**src/rtl/pcie_pm_pkg.sv**
```systemverilog
// Shared definitions for the PCIe power-management blocks:
// turn-off FSM state encoding and the default drain timeout.
package pcie_pm_pkg;

  typedef enum logic [1:0] {
    S_IDLE  = 2'd0,
    S_DRAIN = 2'd1,
    S_ACK   = 2'd2,
    S_OFF   = 2'd3
  } pm_state_e;

  localparam int unsigned TMO_CYCLES_DEF = 32'd1000000;

endpackage

```
**src/rtl/pcie_compl_cnt.sv**
```systemverilog
// Saturating up/down counter of outstanding non-posted completions for one
// requester channel; flags an overflow or underflow attempt in the same cycle.
module pcie_compl_cnt #(
  parameter int CNT_W = 6
) (
  input  logic             clk,
  input  logic             rst_n,
  input  logic             inc_i,
  input  logic             dec_i,
  output logic [CNT_W-1:0] cnt_o,
  output logic             ovf_o,
  output logic             unf_o
);

  localparam logic [CNT_W-1:0] CNT_MAX  = {CNT_W{1'b1}};
  localparam logic [CNT_W-1:0] CNT_ZERO = {CNT_W{1'b0}};
  localparam logic [CNT_W-1:0] CNT_ONE  = CNT_W'(1);

  logic [CNT_W-1:0] r_cnt;
  logic             w_up;
  logic             w_dn;

  // Simultaneous issue and completion cancel out.
  always_comb begin
    w_up  = inc_i & ~dec_i;
    w_dn  = dec_i & ~inc_i;
    ovf_o = w_up & (r_cnt == CNT_MAX);
    unf_o = w_dn & (r_cnt == CNT_ZERO);
  end

  // Counter holds at its limits instead of wrapping.
  always_ff @(posedge clk or negedge rst_n) begin
    if (!rst_n) begin
      r_cnt <= CNT_ZERO;
    end else if (w_up && !ovf_o) begin
      r_cnt <= r_cnt + CNT_ONE;
    end else if (w_dn && !unf_o) begin
      r_cnt <= r_cnt - CNT_ONE;
    end
  end

  assign cnt_o = r_cnt;

endmodule

```
**src/rtl/pcie_turnoff_ctrl.sv**
```systemverilog
// Multi-channel PCIe turn-off controller: quiesces requesters on PME_Turn_Off
// and acknowledges once all channels drain or the drain timeout expires.
module pcie_turnoff_ctrl
  import pcie_pm_pkg::*;
#(
  parameter int          CH_NUM     = 4,
  parameter int          CNT_W      = 6,
  parameter int          TMO_W      = 20,
  parameter int unsigned TMO_CYCLES = TMO_CYCLES_DEF
) (
  input  logic              clk,
  input  logic              rst_n,
  input  logic [CH_NUM-1:0] req_compl_i,
  input  logic [CH_NUM-1:0] compl_done_i,
  input  logic              cfg_to_turnoff_n_i,
  output logic              cfg_turnoff_ok_n_o,
  output logic              quiesce_o,
  output logic [CH_NUM-1:0] pending_o,
  output logic              tmo_o,
  output logic              err_o,
  output logic [1:0]        state_o
);

  localparam logic [TMO_W-1:0] TMO_LOAD = TMO_W'(TMO_CYCLES);
  localparam logic [TMO_W-1:0] TMO_ZERO = {TMO_W{1'b0}};
  localparam logic [TMO_W-1:0] TMO_ONE  = TMO_W'(1);
  localparam bit               TMO_EN   = (TMO_CYCLES != 32'd0);

  logic [CNT_W-1:0]  w_cnt [CH_NUM];
  logic [CH_NUM-1:0] w_ovf;
  logic [CH_NUM-1:0] w_unf;
  logic              w_err_any;
  logic              w_drained;

  pm_state_e         r_state;
  logic [TMO_W-1:0]  r_tmo_cnt;
  logic              r_ok_n;
  logic              r_quiesce;
  logic              r_tmo;
  logic              r_err;

  for (genvar g = 0; g < CH_NUM; g++) begin : g_ch
    pcie_compl_cnt #(.CNT_W(CNT_W)) u_cnt (
      .clk   (clk),
      .rst_n (rst_n),
      .inc_i (req_compl_i[g]),
      .dec_i (compl_done_i[g]),
      .cnt_o (w_cnt[g]),
      .ovf_o (w_ovf[g]),
      .unf_o (w_unf[g])
    );
    assign pending_o[g] = |w_cnt[g];
  end

  assign w_err_any = |(w_ovf | w_unf);
  assign w_drained = (pending_o == {CH_NUM{1'b0}});

  // Turn-off FSM with drain timer; a withdrawn request beats any pending ack.
  always_ff @(posedge clk or negedge rst_n) begin
    if (!rst_n) begin
      r_state   <= S_IDLE;
      r_tmo_cnt <= TMO_ZERO;
      r_ok_n    <= 1'b1;
      r_quiesce <= 1'b0;
      r_tmo     <= 1'b0;
      r_err     <= 1'b0;
    end else begin
      r_ok_n <= 1'b1;
      if (w_err_any) begin
        r_err <= 1'b1;
      end
      case (r_state)
        S_IDLE: begin
          if (!cfg_to_turnoff_n_i) begin
            r_state   <= S_DRAIN;
            r_quiesce <= 1'b1;
            r_tmo_cnt <= TMO_LOAD;
            r_tmo     <= 1'b0;
          end else begin
            r_quiesce <= 1'b0;
          end
        end
        S_DRAIN: begin
          if (cfg_to_turnoff_n_i) begin
            r_state   <= S_IDLE;
            r_quiesce <= 1'b0;
          end else if (w_drained) begin
            r_state <= S_ACK;
            r_ok_n  <= 1'b0;
          end else if (TMO_EN && (r_tmo_cnt == TMO_ZERO)) begin
            r_state <= S_ACK;
            r_ok_n  <= 1'b0;
            r_tmo   <= 1'b1;
          end else if (r_tmo_cnt != TMO_ZERO) begin
            r_tmo_cnt <= r_tmo_cnt - TMO_ONE;
          end
        end
        S_ACK: begin
          r_state <= S_OFF;
        end
        S_OFF: begin
          if (cfg_to_turnoff_n_i) begin
            r_state   <= S_IDLE;
            r_quiesce <= 1'b0;
          end
        end
        default: begin
          r_state   <= S_IDLE;
          r_quiesce <= 1'b0;
        end
      endcase
    end
  end

  assign cfg_turnoff_ok_n_o = r_ok_n;
  assign quiesce_o          = r_quiesce;
  assign tmo_o              = r_tmo;
  assign err_o              = r_err;
  assign state_o            = r_state;

endmodule
```
**config.mk**
```make
export PLATFORM = sky130hd
export DESIGN_NAME = pcie_turnoff_ctrl
export DESIGN_NICKNAME = d
export VERILOG_FILES = /design/src/rtl/pcie_pm_pkg.sv /design/src/rtl/pcie_compl_cnt.sv /design/src/rtl/pcie_turnoff_ctrl.sv
export SDC_FILE = /design/constraint.sdc
export NUM_CORES = 1
export LEC_CHECK = 0
export ABC_AREA = 1
export CAP_MARGIN = 40
export CORE_AREA = 2 2 116 118
export DETAILED_ROUTE_END_ITERATION = 7
export DIE_AREA = 0 0 118 120
export PLACE_DENSITY = 0.5
export SYNTH_ARGS = -nofsm -noshare
export SYNTH_HDL_FRONTEND = slang
export SYNTH_HIERARCHICAL = 1
export SYNTH_SLANG_ARGS = --single-unit
```
**constraint.sdc**
```tcl
create_clock -name clk -period 2.63 [get_ports clk]
set_clock_uncertainty 0.2 [all_clocks]
set_input_delay 0.789 -clock clk [delete_from_list [all_inputs] [get_ports clk]]
set_output_delay 0.789 -clock clk [all_outputs]
set_load 0.05 [all_outputs]
```
### Word-level counts from Yosys, hierarchy flattened

Cells that the tools add are included.

* memory bits (writable): 0
* latch bits: 0
* output and inout port bits: 10
* word-level logic and storage cells: 132
* bits of input ports: 11
* memories: 0
* ROM bits: 0
* flip-flop bits (word level): 50

* bitwise logic cells: 25
* div/mod/pow operators: 0
* multiply operators: 0
* equal/unequal tests: 16
* shifts and indexed selects: 0
* reductions and logical operators: 40
* magnitude comparators: 0
* mux-type cells: 32
* add/subtract/negate cells: 9

Operators with widths (count)
* $mux W20: 5
* $mux W6: 8
* $pmux W20 S2: 1
* $add A6 B1 Y6 const B: 4
* $eq A6 B6 Y1 const B: 4
* $logic_not A6 Y1: 4
* $reduce_or A6 Y1: 4
* $sub A6 B1 Y6 const B: 4
* $logic_not A20 Y1: 1
* $reduce_bool A20 Y1: 1
* $sub A20 B1 Y20 const B: 1
* $and A1 B1 Y1: 16
* $ne A2 B2 Y1 const B: 7
* $reduce_bool A2 Y1: 6
* $mux W1: 10
* $mux W2: 5
* $logic_and A1 B1 Y1: 8
* $logic_not A1 Y1: 8
* $not A1 Y1: 8
* $pmux W2 S4: 1
* $reduce_and A6 Y1: 1
* $reduce_and A5 Y1: 1
* $eq A2 B2 Y1 const B: 2
* $logic_not A4 Y1: 1
* other kinds (10): 11

### Logic depth before layout (Yosys ltp)

Gate-level depths: netlist of run 1.

* word-level depth: 7
* mapped depth: 13
* gate-level depth less buffers: 13

### Modules after synthesis

The synthesis of run 1 kept the hierarchy.

Modules (own cells, without submodules)
* pcie_compl_cnt: times used 4, sequential area each 150.1 µm², cells an instance 68, area each 500.5 µm²
* pcie_turnoff_ctrl: times used 1, sequential area each 651.9 µm², cells an instance 271, area each 1771.7 µm²

### Least setup slack after synthesis of run 1

OpenSTA, ideal clock, no wires.

* kind: input to register
* from: in req_compl_i[0]
* to: reg g_ch[0].u_cnt.r_cnt[5]
* stages on the path: 11
* data arrival time: 1.857 ns
* slack: 0.457 ns
* path buffers: 0
* setup time: 0.117 ns
* cell sequence: inv_1 > nor2_1 > nand2_2 > ha_1 > nand2_1 > nand3_1 > nand2_1 > nand3_1 > nand2_1 > nand2_1 > nand2_1

* cells in the longest elaborated chain, start to end: 6
* elaborated cells between the ends (all ways): 11
* classes of those cells: mux: 1; bitwise: 5; reduce/logical: 5

RTL lines
* start, declared: RTL line pcie_turnoff_ctrl.sv:13 `input logic [CH_NUM-1:0] req_compl_i,`
* $not A1 Y1: RTL line pcie_compl_cnt.sv:26 `w_dn = dec_i & ~inc_i;`
* $and A1 B1 Y1: RTL line pcie_compl_cnt.sv:26
* $and A1 B1 Y1: RTL line pcie_compl_cnt.sv:28 `unf_o = w_dn & (r_cnt == CNT_ZERO);`
* $logic_not A1 Y1: RTL line pcie_compl_cnt.sv:37 `end else if (w_dn && !unf_o) begin`
* $logic_and A1 B1 Y1: RTL line pcie_compl_cnt.sv:37
* $reduce_bool A2 Y1 (no source line)
* end signal, assigned: RTL line pcie_compl_cnt.sv:36 `r_cnt <= r_cnt + CNT_ONE;`
* end signal, assigned: RTL line pcie_compl_cnt.sv:38 `r_cnt <= r_cnt - CNT_ONE;`
* end, declared: RTL line pcie_compl_cnt.sv:19 `logic [CNT_W-1:0] r_cnt;`

Several ways; a longest one is shown, not always the timed one.
A chain may end at the register's enable or synchronous reset.

### Worst setup path after layout of run 1

* from: reg r_state[0] (netlist: state_o[0])
* to: out state_o[0]

RTL lines
* start, declared: RTL line pcie_turnoff_ctrl.sv:35 `pm_state_e r_state;`
* start signal, assigned: RTL line pcie_turnoff_ctrl.sv:61 `r_state <= S_IDLE;`
* start signal, assigned: RTL line pcie_turnoff_ctrl.sv:75 `r_state <= S_DRAIN;`
* start signal, assigned: RTL line pcie_turnoff_ctrl.sv:85 `r_state <= S_IDLE;`
* end, declared: RTL line pcie_turnoff_ctrl.sv:21 `output logic [1:0] state_o`

No word-level cell between the ends.

==> results of run 1 <==
[stage by stage]
| step | TNS (ns) | power, mW | cell area, µm² |
|---|---|---|---|
| floorplan | 0 | 3.18 | 3770 |
| global placement | -1.09 | 3.79 | 4380 |
| detailed placement | -1.72 | 3.84 | 4380 |
| CTS | 0 | 4.62 | 4540 |
| global route | 0 | 5.11 | 4590 |
| finish | 0 | 4.63 | 4590 |
[repair_timing]
item	4_1_cts	5_1_grt
buffers inserted	0	1
resized for setup	0	4
setup endpoints to repair	0	1
hold endpoints to repair	0	0
[final cells by class]
| type | count | area share, % |
|---|---|---|
| timing repair buffer | 52 | 9.64 |
| multi-input combinational | 435 | 50.1 |
| clock inverter | 2 | 0.817 |
| clock buffer | 6 | 2.81 |
| inverter | 51 | 4.60 |
| tap | 176 | 4.79 |
| sequential | 50 | 27.3 |
[logic make-up after synthesis]
| kind of cell | after synthesis | synth area share (%) |
|---|---|---|
| AOI/OAI and AO/OA | 27 | 4.97 |
| xor gates and xnor gates | 22 | 5.11 |
| adders and majority gates | 22 | 8.09 |
| buffers and inverters | 58 | 6.96 |
| DFF | 50 | 33.2 |
| and+or+nand+nor | 364 | 41.7 |
[worst max-delay path by stage]
stage                        endpoint  cells after the start
4_1_cts                    state_o[0]                      1
3_3_place_gp   g_ch[3].u_cnt/cnt_o[5]                     11
2_1_floorplan  g_ch[0].u_cnt/cnt_o[5]                     11
6_report                   state_o[0]                      1
5_1_grt        g_ch[3].u_cnt/cnt_o[4]                      9
3_5_place_dp   g_ch[3].u_cnt/cnt_o[5]                     12
[Yosys cell counts]
master / instances / area share, %
nor2_1: 82 / 8.2
buf_2: 2 / 0.27
ha_1: 18 / 6.0
a22oi_2: 1 / 0.33
dfstp_2: 1 / 0.70
inv_1: 47 / 4.7
nand2_4: 6 / 1.8
nand3b_1: 2 / 0.40
a21oi_1: 11 / 1.5
buf_6: 3 / 0.90
nor2_4: 2 / 0.60
nor3_1: 10 / 1.3
nand3_1: 64 / 8.5
dfrtp_1: 49 / 32
nor2_2: 3 / 0.50
o21ai_0: 3 / 0.40
nand2_2: 9 / 1.5
nor4_1: 1 / 0.17
clkbuf_1: 2 / 0.20
xor2_1: 6 / 1.4
nand4_1: 3 / 0.50
nand2_1: 181 / 18
fa_1: 4 / 2.1
nand3_2: 1 / 0.27
o21ai_2: 12 / 2.8
xnor2_1: 16 / 3.7
clkinv_4: 4 / 0.93
[power breakdown]
part	internal (mW)	leakage, nW	switching [mW]
registers	1.03	0.616	0.424
clock network	0.450	0.0771	0.308
logic	1.08	1.61	1.33
total	2.56	2.30	2.07
[state kept, by name, summed over array words and instances, names as in the netlist, named ones only]
| signal | flops |
|---|---|
| r_tmo_cnt | 20 |
| tmo_o | 1 |
| g_ch.u_cnt/cnt_o | 24 |
| err_o | 1 |
| cfg_turnoff_ok_n_o | 1 |
| state_o | 1 |
| quiesce_o | 1 |
[routing by layer]
layer,up-vias,wire length (µm),GRT usage (%),share of wire [%]
li1,1827,-,-,-
met1,1591,4170,17.3,46
met2,70,4230,22.0,47
met3,8,458,3.99,5.1
met4,0,147,4.29,1.6
met5,-,0,0,0
==> results.ini, run 1 <==
[sta]
period_needed_ns=2.53
fmax_ghz=0.395
finalCritPeriodShare_pct=96.3
slew_headroom_pct=65.3
finalSetupViolCount=0
hold_ws_ns=0.279
slew_viol_final=0
rsz0062_at_grt=false
setup_slack_ns=0.0976
hold_viol_final=0
tightest_slew_ns=0.519

[worst_setup_path]
rr_startpoint=g_ch[3].u_cnt/cnt_o[0]
r2r_slack_ns=0.56
rr_endpoint=g_ch[3].u_cnt/cnt_o[5]
crit_fanout=4
cp_slowest_stage_delay_ns=0.83
start_kind=flip-flop
cp-end-kind=output port
slowest_stage=clkdlybuf4s50_1
reg2regPathDepth=11
cp_num_buf_inv=1
critPathKind=reg2out
startpoint=state_o[0]
path_cells=clkdlybuf4s50_1
crit_required_ns=1.64
cp_top_family=buffers and inverters
arrival_ns=1.54

[drt]
vias=3496
dr.pass1.iters=4
viasPerCell=4.53
remaining_drc_errors=0
wirelength_mm=9.01
drt_iter0_drc=193
detail-route-antenna-nets=0
wl_per_cell_um=11.7

[clock_network]
cts-buffers-inserted=5
cts_sinks=50
cts_buffer_depth=2
cts_max_level=2
clockRootBuffer=clkbuf_16
clock_latency_ns=0.30
cts_tree=done
cts.clk_slew.worst_paths_ns=0.07
hold_buffers=0

[cells_and_area]
layout_commonest_cell=nand2_1
drive_gt1_share_pct=15.1
layout_common_cells=181 x nand2_1, 82 x nor2_1, 64 x nand3_1
syn2layout_area_growth_pct=21.7
finalNonFillerCells=772
seq_area_um2=1250
final_util_pct=35.4
diodes=0
multiInputGateArea_um2=2300
nFillCells=1383
nets=628

[placement]
place.port_buffers=20
place_ws_ns=-0.220
dp_hpwl_mm=6.68
dp_cells=763
gp_congestion=0.802

[floorplanning]
start_util_pct=29.1
num_rows=42
die_w_um=118
die_h_um=120
coreArea_um2=13000
die_area_um2=14200
ioPinCount=21

[yosys]
synthesis.area_um2=3770
synth.net_count=576
synth-seq-cells=50
avgSynthCellArea_um2=6.95
yosys_warnings=6
synth.distinct_cells=27
syn_inst=543
synth-seq-area-share_pct=33.2

[worst_hold_path]
hp-class=in2async

[power_and_ir_drop]
leakagePower_nw=2.30
irDropWorstVdd_mv=0.460
p_per_area_nw_per_um2=1010

[global_routing]
grt_max_degree=51
track_usage_pct=13.5
grt_pass1_vias=3286
grt_overflow_total=0
antenna_found_initial=0
grt_pass1_wl_mm=15.5

[run]
cap_violations=0

[run_status]
status=completed

No activity file was read; power rests on OpenSTA's default activity.
==> run 2: changes to the inputs <==
--- a/config.mk
+++ b/config.mk
@@ -7,9 +7,9 @@
 export LEC_CHECK = 0
 export ABC_AREA = 1
 export CAP_MARGIN = 40
-export CORE_AREA = 2 2 116 118
+export CORE_AREA = 3 3 117 119
 export DETAILED_ROUTE_END_ITERATION = 7
-export DIE_AREA = 0 0 118 120
+export DIE_AREA = 0 0 120 122
 export PLACE_DENSITY = 0.5
 export SYNTH_ARGS = -nofsm -noshare
 export SYNTH_HDL_FRONTEND = slang
==> results.ini, run 2 (synthesized netlist as in run 1, its figures left out) <==
[sta]
tns_ns=0
rsz0062_at_grt=false
finalSetupViolCount=0
tightest_slew_ns=0.501
slew_headroom_pct=66.5
finalCritPeriodShare_pct=96.3
hold_ws_ns=0.251
period_needed_ns=2.53
hold_viol_final=0
fmax_ghz=0.395
slew_viol_final=0

[clock_network]
cts_buffer_depth=2
cts_sinks=50
cts_tree=done
cts_max_level=2
clock_latency_ns=0.29
clockRootBuffer=clkbuf_16
cts-buffers-inserted=5
cts.clk_slew.worst_paths_ns=0.07

[worst_setup_path]
path_cells=clkdlybuf4s50_1 -> inv_1 -> nor2_1 -> nand2_2 -> ha_1 -> a21oi_1 -> nand3_1 -> nand2_1 -> nand2_1 -> nand2_1 -> nand2_1
r2r_slack_ns=0.52
slowest_stage=clkdlybuf4s50_1
crit_fanout=7
cp_slowest_stage_delay_ns=0.48
critPathKind=in2reg
arrival_ns=2.51
critPathMostFrequentCell=nand2_1
start_kind=input pin
rr_startpoint=g_ch[1].u_cnt/cnt_o[0]
crit_required_ns=2.61
reg2regPathDepth=11
rr_endpoint=g_ch[1].u_cnt/cnt_o[5]
cp-end-kind=flip-flop

[placement]
placed_cell_area_um2=4370
dp_hpwl_mm=6.66
place.port_buffers=20
gp_congestion=0.801

[drt]
detail-route-antenna-nets=0
drt_iter0_drc=102
wl_per_cell_um=11.5
vias=3434
wirelength_mm=8.82
viasPerCell=4.46
dr.pass1.iters=4
remaining_drc_errors=0

[floorplanning]
num_rows=41
ioPinCount=21
die_w_um=120
start_util_pct=29.8
die_area_um2=14600
coreArea_um2=12700
die_h_um=122

[global_routing]
track_usage_pct=12.8
grt_max_degree=34
antenna_found_initial=0
grt_use_met2_pct=21.2
grt_overflow_total=0
grt_pass1_vias=3346
grtUsageMet1_pct=17.8
busiest_layer=met2
grt_pass1_wl_mm=15.5
use_met3_pct=1.81

[power_and_ir_drop]
leakagePower_nw=2.32
irDropWorstVdd_mv=0.455
switching_share_pct=44.2
clockPowerShare_pct=15.4
internal-power_mw=2.61
pwr-share-seq_pct=31.8
power.combinational.fraction_pct=52.8
p_sw_mw=2.07
p_per_area_nw_per_um2=996

[cells_and_area]
nets=630
layout_common_cells=181 x nand2_1, 80 x nor2_1, 64 x nand3_1
diodes=0
drive_gt1_share_pct=16.9
syn2layout_area_growth_pct=24.4
design_area_um2=4700
nFillCells=1347
layout_commonest_cell=nand2_1
largest_reg_flops=24

[run_status]
status=completed

[worst_hold_path]
hp-class=in2async

[run]
cap_violations=0

run 2: cell count changes in the layout (fill, tap and decap cells not counted), sizes merged:
cell and delta:
clkbuf +2, buf +1, bufinv -1, clkdlybuf4s50 +1
clkinvlp -1
run 2: worst max path at each step:
stage	start	end	slack [ns]
after floorplan	req_compl_i[0]	g_ch[0].u_cnt/cnt_o[5]	0.46
after global placement	req_compl_i[3]	g_ch[3].u_cnt/cnt_o[5]	-0.14
after detailed placement	req_compl_i[1]	g_ch[1].u_cnt/cnt_o[5]	-0.19
after CTS	state_o[0]	state_o[0]	0.09
after global routing	req_compl_i[1]	g_ch[1].u_cnt/cnt_o[5]	0.002
final	req_compl_i[1]	g_ch[1].u_cnt/cnt_o[5]	0.1
run 2: layer usage:
layer | share of wire (%) | vias to the layer above
met5 | 0 | -
met4 | 0.86 | 0
met3 | 2.5 | 6
met2 | 46 | 49
met1 | 51 | 1542
li1 | - | 1837
run 2: worst max-delay path: cells and delay by family:
kind / cells / cell delay [ns]
AOI/OAI and AO/OA: 1 / 0.19
adders and majority gates: 1 / 0.36
buffers and inverters: 2 / 0.54
and+or+nand+nor: 7 / 0.63
run 2: layout make-up:
class	instances	area [µm²]	area share, %
Clock buffer	8	166	3.54
Inverter	51	211	4.50
Multi-Input combinational cell	435	2400	51.2
Sequential cell	50	1250	26.7
Tap cell	172	215	4.58
Timing Repair Buffer	54	448	9.54
run 2: what timing repair did:
action	4_1_cts	5_1_grt
gates resized for setup	0	15
setup buffers	0	2
endpoints found under the setup margin	0	4
hold buffers	0	0
run 2: stage by stage:
step	util, %	power [mW]	std cells	setup slack [ns]
after global routing	37.1	5.18	770	0.00175
after detailed placement	34.5	3.81	760	-0.190
after floorplan	-	3.18	543	0.457
after CTS	35.8	4.56	768	0.0944
after global placement	34.5	3.76	760	-0.141
final	37.1	4.67	770	0.0976
run 2: power by group through the flow:
stage               Clock (mW)  Sequential [mW]  Combinational [mW]
floorplan                    0             1.35                1.83
finish                   0.720             1.49                2.47
global placement             0             1.45                2.31
CTS                      0.745             1.45                2.36
detailed placement           0             1.46                2.35
global route             0.771             1.55                2.86
==> run 3: changes to the inputs <==
--- a/config.mk
+++ b/config.mk
@@ -10,7 +10,7 @@
 export CORE_AREA = 3 3 117 119
 export DETAILED_ROUTE_END_ITERATION = 7
 export DIE_AREA = 0 0 120 122
-export PLACE_DENSITY = 0.5
+export PLACE_DENSITY = 0.51
 export SYNTH_ARGS = -nofsm -noshare
 export SYNTH_HDL_FRONTEND = slang
 export SYNTH_HIERARCHICAL = 1
==> constraint.sdc (replaced) <==
create_clock -name clk -period 2.1 [get_ports clk]
set_clock_uncertainty 0.2 [all_clocks]
set_input_delay 0.63 -clock clk [delete_from_list [all_inputs] [get_ports clk]]
set_output_delay 0.63 -clock clk [all_outputs]
set_load 0.05 [all_outputs]
==> results.ini, run 3 (synthesized netlist as in run 1, its figures left out) <==
[global_routing]
track_usage_pct=14.2
antenna_found_initial=0
grt_overflow_total=0
grt_max_degree=21
grt_pass1_vias=3626
grt_pass1_wl_mm=16.9

[clock_network]
cts_tree=done
cts-buffers-inserted=5
cts_buffer_depth=2
cts_max_level=2
cts_sinks=50
clockRootBuffer=clkbuf_16
cts.clk_slew.worst_paths_ns=0.07
clock_latency_ns=0.30

[cells_and_area]
syn2layout_area_growth_pct=44.7
seq_area_um2=1270
diodes=0
final_util_pct=43.1
nets=671
largest_reg_flops=24
layout_common_cells=169 x nand2_1, 70 x buf_4, 67 x nor2_1
nFillCells=1286
drive_gt1_share_pct=33.3
design_area_um2=5460
finalNonFillerCells=811
layout_commonest_cell=nand2_1
multiInputGateArea_um2=2750

[power_and_ir_drop]
p_per_area_nw_per_um2=1290
irDropWorstVdd_mv=0.560
finalPower_mw=7.05
leakagePower_nw=2.62

[worst_setup_path]
critPathMostFrequentCell=nand2_1
crit_fanout=5
slowest_stage=dfrtp_2
path_cells=buf_6 -> nand2_2 -> nor2_2 -> nand2_1 -> nand2_2 -> buf_12 -> ha_4 -> a21oi_4 -> nand3_1 -> nand2_1 -> nand2_1 -> nand2_1 -> nand2_1
cp-end-kind=flip-flop
critPathKind=reg2reg
cp_slowest_stage_delay_ns=0.44
cp_num_buf_inv=2
arrival_ns=2.10
start_kind=flip-flop
crit_required_ns=2.10
cp_top_family=simple AND/OR/NAND/NOR gates

[floorplanning]
die_w_um=120
coreArea_um2=12700
num_rows=41
start_util_pct=29.8
die_h_um=122
ioPinCount=21
die_area_um2=14600

[sta]
fmax_ghz=0.476
setup_slack_ns=-0.00138
tightest_slew_ns=0.405
period_needed_ns=2.10
slew_viol_final=0
rsz0062_at_grt=true
finalSetupViolCount=1
hold_viol_final=0
slew_headroom_pct=72.9
finalCritPeriodShare_pct=100
hold_ws_ns=0.0122

[run]
cap_violations=0

[drt]
dr.pass1.iters=4
drt_iter0_drc=177
viasPerCell=4.59
detail-route-antenna-nets=0
remaining_drc_errors=0
wl_per_cell_um=12.5
wirelength_mm=10.1
vias=3721

[placement]
placed_cell_area_um2=4550
place.port_buffers=20
dp_cells=774
gp_congestion=0.834
dp_hpwl_mm=6.91

[run_status]
violations=negative setup slack
status=finished, violations left

[worst_hold_path]
hp-class=in2async

-- run 3: where the power goes --
group | leakage (nW) | switching [mW] | internal, mW
clock | 0.0760 | 0.387 | 0.563
sequential | 0.601 | 0.433 | 1.32
combinational | 1.95 | 2.25 | 2.10
total | 2.62 | 3.07 | 3.98
-- run 3: path summary, 6_finish.rpt --
path	start	end	slack, ns	depth (start not counted)
worst max-delay path	g_ch[2].u_cnt/cnt_o[1]	g_ch[2].u_cnt/cnt_o[5]	-0.001	13
worst min-delay path	rst_n	g_ch[2].u_cnt/cnt_o[3]	0.01	1
worst max register to register	g_ch[2].u_cnt/cnt_o[1]	g_ch[2].u_cnt/cnt_o[5]	-0.001	13
worst min register to register	r_tmo_cnt[16]	r_tmo_cnt[16]	0.30	2
max in group asynchronous	rst_n	g_ch[1].u_cnt/cnt_o[1]	1.16	2
min in group clk	r_tmo_cnt[16]	r_tmo_cnt[16]	0.30	2
-- run 3: area by class of cell --
cell class	count	area share, %
clock buffers	5	2.29
clock inverters	3	0.825
inverters	51	3.87
multi-input cells	436	50.3
flip-flops and latches	50	23.2
well taps	172	3.94
repair buffers	94	15.5
-- run 3: per-layer routing --
layer  vias up  part of all wire [%]  GRT usage, %
li1       1908                     -             -
met1      1731                    46          18.3
met2        65                    48          23.8
met3        17                   4.1          3.30
met4         0                   2.1          3.79
met5         -                     0             0
-- run 3: stage by stage --
| step | worst slack [ns] | setup TNS [ns] |
|---|---|---|
| 3_3_place_gp | -0.498 | -8.10 |
| 6_report | -0.00138 | -0.00138 |
| 3_5_place_dp | -0.535 | -8.53 |
| 4_1_cts | 0.00227 | 0 |
| 5_1_grt | -0.103 | -0.233 |
| 2_1_floorplan | 0.0667 | 0 |
-- run 3: timing repair --
| item | in CTS | in global routing |
|---|---|---|
| hold buffers | 0 | 0 |
| gates resized for setup | 67 | 43 |
| setup buffers | 15 | 14 |
| pin swaps | 29 | 31 |
| cloned | 0 | 1 |
| endpoints found under the setup margin | 20 | 31 |
